### src/rtl/pipe_skid_reg.sv
// pipe_skid_reg
//   Pipeline-stage register with a valid/ready handshake and a 2-entry skid
//   buffer. Upstream ready depends only on registered state and Hold, so
//   there is no combinational path from OutReady to InReady. The block also
//   provides synchronous flush (bubble injection), a freeze input, an
//   occupancy output and a saturating back-pressure counter.
//
// Parameters
//   DATA_W          payload width in bits (>= 1)
//   CLEAR_ON_FLUSH  1: flush zeroes both payload registers; 0: payloads kept
//   CNT_W           width of the back-pressure counter (>= 1)
//
// Ports
//   CLK       in   rising-edge clock
//   ResetN    in   asynchronous active-low reset
//   InValid   in   upstream offers InData
//   InData    in   upstream payload
//   InReady   out  stage can accept this cycle
//   OutValid  out  OutData is valid
//   OutData   out  payload presented downstream
//   OutReady  in   downstream accepts
//   Flush     in   synchronous discard of held entries and this cycle's input
//   Hold      in   freeze: no transfer on either side
//   Count     out  occupancy, 0..2
//   StallCnt  out  saturating count of back-pressured cycles

module pipe_skid_reg #(
  parameter int unsigned DATA_W         = 64,
  parameter bit          CLEAR_ON_FLUSH = 1'b1,
  parameter int unsigned CNT_W          = 16
) (
  input  logic              CLK,
  input  logic              ResetN,
  input  logic              InValid,
  input  logic [DATA_W-1:0] InData,
  output logic              InReady,
  output logic              OutValid,
  output logic [DATA_W-1:0] OutData,
  input  logic              OutReady,
  input  logic              Flush,
  input  logic              Hold,
  output logic [1:0]        Count,
  output logic [CNT_W-1:0]  StallCnt
);

  // State encoding is the pair {skid_valid, main_valid}; 2'b10 is unreachable.
  typedef enum logic [1:0] {
    EMPTY = 2'b00,
    ONE   = 2'b01,
    FULL  = 2'b11
  } state_t;

  state_t            state;
  state_t            state_nxt;
  logic              main_valid;
  logic              skid_valid;
  logic [DATA_W-1:0] main_data;
  logic [DATA_W-1:0] skid_data;
  logic              accept;
  logic              emit;
  logic              stall;

  // ---------------------------------------------------------------------
  // State register
  // ---------------------------------------------------------------------
  always_ff @(posedge CLK or negedge ResetN) begin
    if (!ResetN) begin
      state <= EMPTY;
    end else begin
      state <= state_nxt;
    end
  end

  // ---------------------------------------------------------------------
  // Next-state logic. Flush wins over everything; Hold needs no explicit
  // term because it already masks InReady and OutValid, which kills both
  // accept and emit.
  // ---------------------------------------------------------------------
  always_comb begin
    state_nxt = state;
    if (Flush) begin
      state_nxt = EMPTY;
    end else begin
      unique case (state)
        EMPTY: begin
          if (accept) state_nxt = ONE;
        end
        ONE: begin
          if (accept && !emit)      state_nxt = FULL;
          else if (emit && !accept) state_nxt = EMPTY;
        end
        FULL: begin
          if (emit) state_nxt = ONE;
        end
        default: state_nxt = EMPTY;
      endcase
    end
  end

  // ---------------------------------------------------------------------
  // Output / handshake logic (depends on registered state and Hold only,
  // plus the qualifying Flush for the internal transfer strobes)
  // ---------------------------------------------------------------------
  always_comb begin
    main_valid = state[0];
    skid_valid = state[1];
    InReady    = !skid_valid && !Hold;
    OutValid   = main_valid && !Hold;
    OutData    = main_data;
    Count      = 2'(main_valid) + 2'(skid_valid);
    accept     = InValid && InReady && !Flush;
    emit       = OutValid && OutReady && !Flush;
    stall      = OutValid && !OutReady && !Flush;
  end

  // ---------------------------------------------------------------------
  // Payload registers. Main always holds the older entry; Skid the younger.
  // ---------------------------------------------------------------------
  always_ff @(posedge CLK or negedge ResetN) begin
    if (!ResetN) begin
      main_data <= '0;
      skid_data <= '0;
    end else if (Flush) begin
      if (CLEAR_ON_FLUSH) begin
        main_data <= '0;
        skid_data <= '0;
      end
    end else begin
      unique case (state)
        EMPTY: begin
          if (accept) main_data <= InData;
        end
        ONE: begin
          // With a simultaneous emit the new beat goes straight to Main;
          // otherwise it lands in Skid behind the current Main entry.
          if (accept && emit) main_data <= InData;
          else if (accept)    skid_data <= InData;
        end
        FULL: begin
          if (emit) begin
            main_data <= skid_data;
            skid_data <= '0;
          end
        end
        default: begin
          main_data <= '0;
          skid_data <= '0;
        end
      endcase
    end
  end

  // ---------------------------------------------------------------------
  // Back-pressure counter: saturates at all-ones, cleared only by reset.
  // ---------------------------------------------------------------------
  always_ff @(posedge CLK or negedge ResetN) begin
    if (!ResetN) begin
      StallCnt <= '0;
    end else if (stall && (StallCnt != '1)) begin
      StallCnt <= StallCnt + CNT_W'(1);
    end
  end

endmodule

### config.mk
export PLATFORM = sky130hd
export DESIGN_NAME = pipe_skid_reg
export DESIGN_NICKNAME = d
export VERILOG_FILES = /design/src/rtl/pipe_skid_reg.sv
export SDC_FILE = /design/constraint.sdc
export NUM_CORES = 1
export LEC_CHECK = 0
export BUFFER_PORTS_ARGS = -buffer_cell sky130_fd_sc_hd__buf_2
export CAP_MARGIN = 15
export CELL_PAD_IN_SITES_DETAIL_PLACEMENT = 1
export CELL_PAD_IN_SITES_GLOBAL_PLACEMENT = 2
export CORE_ASPECT_RATIO = 0.8
export CORE_MARGIN = 2
export CORE_UTILIZATION = 33
export CTS_BUF_LIST = sky130_fd_sc_hd__clkbuf_2 sky130_fd_sc_hd__clkbuf_4 sky130_fd_sc_hd__clkbuf_8
export CTS_CLUSTER_DIAMETER = 200
export DETAILED_ROUTE_END_ITERATION = 6
export PLACE_DENSITY_LB_ADDON = 0.1
export SKIP_LAST_GASP = 1
export SYNTH_ARGS = -nofsm -noshare
export SYNTH_HDL_FRONTEND = slang
export SYNTH_SLANG_ARGS = --single-unit
### constraint.sdc
create_clock -name CLK -period 1.94 [get_ports CLK]
set_input_delay 0.097 -clock CLK [delete_from_list [all_inputs] [get_ports CLK]]
set_output_delay 0.097 -clock CLK [all_outputs]
set_load 0.01 [all_outputs]
==> out/metrics.yaml <==
hold_viol: 0
fin_crit_ps: 1950
route.antenna.remaining_nets: 0
fmax_mhz: 513
synthToLayoutAreaGrowth_pct: 42.9
track_usage_pct: 19.2
ys_seq_area_share_pct: 57.0
min_period_over_period_pct: 100
crit_required_ps: 2270
violations: "negative setup slack"
routed_wirelength_mm: 20.6
max-vdd-ir-drop_uv: 444
clock-sinks: 146
wl_per_cell_um: 19.7
finClkSkew_ps: 11.1
ys_top_cells_by_area: "dfrtp_1 (57%), mux2_2 (12%), a22o_1 (8.7%)"
clk_pin_slew_ps: 80
place_congestion: 0.756
cp-start-kind: "flop"
slew_headroom_pct: 70.4
dieArea_sq_um: 20600
diodes: 0
met3_length_um: 770
synth_edf_count: 0
grt_start_max_net_pins: 60
start_util_pct: 33.7
grt_pass1_wl_mm: 30.9
ys_ff_latch: 146
maxCapViolCount: 0
finalSetupViolCount: 8
synth-async-reset-ratio_pct: 100
drv_slew: 0
synth_cell_types: 31
vias_per_cell: 5.13
cts_inserted_buffers: 17
drc: 0
place_worst_setup_slack_ps: -26.1
hold_class: "primary input to flop"
grt_pass1_vias: 5623
tns_ps: -24.5
yosys_warnings: 0
grt_overflow: 0
worstSkewPairLatency_ps: 450
p_per_area_nw_per_um2: 1060
highest_layer: "met4"
vias: 5346
syn_avg_cell_area_sq_um: 12.1
dr.first_iter.drc_count: 250
cts_tree: "yes"
fin_ws_ps: -7.66
antenna_found_initial: 0
synth_top_cell_by_area: "dfrtp_1"
die_h_um: 129
port_buffers: 153
syn_area_sq_um: 6410
synth.most_common_cell: "dfrtp_1"
cp.arrival_ps: 2280
netlist_instances: 529
worst-slew-pin-transition_ps: 444
num_rows: 45
core-area_sq_um: 19000
die_x_um: 160
nNetsFinal: 848
whs_ps: 92.8
syn-num-nets: 604
drtPass1Iterations: 4
power_leakage_nw: 4.60
synth.top_cells.by_count: "dfrtp_1 (146), nor2_1 (74), mux2_2 (66), a22oi_1 (65), a22o_1 (64)"
cts_buffer_depth: 2
critPathCaptureType: "flop"
wl_met1_mm: 9.57
post-synth-top-area-fraction_pct: 57.0
cts_root_buf: "clkbuf_8"
ios: 154
cp_max_fo: 15
h-tree-depth: 4
rsz0062_at_grt: "yes"
drive_gt1_share_pct: 40.5
synthFlopType: "dfrtp_1"
wl_met2_mm: 9.96
status: "finished with violations"
final_util_pct: 48.1
crit_type: "flop to flop"
hpwl_mm: 11.8
[routing by layer]
layer	GRT usage [%]	vias up
met2	31.8	116
met3	4.38	21
li1	-	2431
met4	5.56	0
met1	25.5	2778
met5	0	-
[sequential cells by signal (all words and copies together), names as in the netlist]
name and flops:
skid_data 64, state 2, StallCnt 16, OutData 64
[kinds of logic (layout without fill, tap and decap cells)]
group	count (synthesis)	after routing	share of synthesized area, %
AO/OA/AOI/OAI	139	139	17.5
buffers and inverters	45	301	2.89
XOR/XNOR	15	15	2.05
adder cells (fa/ha/maj)	5	5	0.976
flip-flops	146	146	57.0
multiplexers	66	66	11.6
AND/OR/NAND/NOR	113	113	7.98
[where the power goes]
part	switching [mW]	internal [mW]
Clock	1.23	1.15
Combinational	1.71	1.69
Sequential	0.326	3.56
Total	3.27	6.40
[area by class of cell]
cell class	instances	area [sq um]
clock inverters	13	138
flip-flops and latches	146	3650
inverters	4	15.0
repair buffers	266	2150
well taps	258	323
clock buffers	18	241
multi-input cells	338	2640
fillers	2095	9870
[metrics by stage]
step	total power, mW	std cells	instance area (sq um)
floorplan	5.45	529	6410
global placement	6.75	925	7680
detailed placement	6.83	925	7680
CTS	9.52	1029	8840
global route	10.2	1043	9160
finish	9.68	1043	9160
[worst max-delay path: stages (launching register included)]
cell and delay [ps]:
dfrtp_2 450, buf_6 130, nor2b_1 130, nand2_2 120, o21ai_4 80, a21oi_4 170, buf_4 200, clkbuf_16 200
mux2_2 340
[placed cells by master, fill, tap and decap left out, types with 4 or more instances in the layout]
| master | instances |
|---|---|
| buf_2 | 152 |
| dfrtp_1 | 145 |
| nor2_1 | 73 |
| mux2_2 | 66 |
| dlygate4sd3_1 | 65 |
| a22o_1 | 64 |
| a22oi_1 | 64 |
| buf_4 | 19 |
| clkbuf_8 | 17 |
| xnor2_1 | 11 |
| buf_12 | 11 |
| nand2_1 | 10 |
| clkbuf_16 | 9 |
| buf_6 | 8 |
| nand3_1 | 7 |
| nand4_1 | 6 |
| xor2_1 | 4 |
| ha_1 | 4 |
| clkinv_2 | 4 |
[final timing paths]
path / start / cells after the start / endpoint / slack [ps]
max in group asynchronous: ResetN / 3 / OutData[15] / 1140
setup reg to reg: state[0] / 8 / OutData[57] / -8
setup / recovery: state[0] / 8 / OutData[57] / -8
hold reg to reg: StallCnt[7] / 1 / StallCnt[7] / 500
min in group asynchronous: ResetN / 2 / StallCnt[6] / 130
hold / removal: Flush / 3 / state[0] / 90
[what timing repair did]
action / CTS / global route
pin swaps: 3 / 3
endpoints found under the setup margin: 80 / 130
gates cloned: 2 / 10
hold buffers: 65 / 0
hold endpoints to repair: 207 / 0
setup buffers: 6 / 4
resized for setup: 9 / 12
No activity file was read; power rests on OpenSTA's default activity.
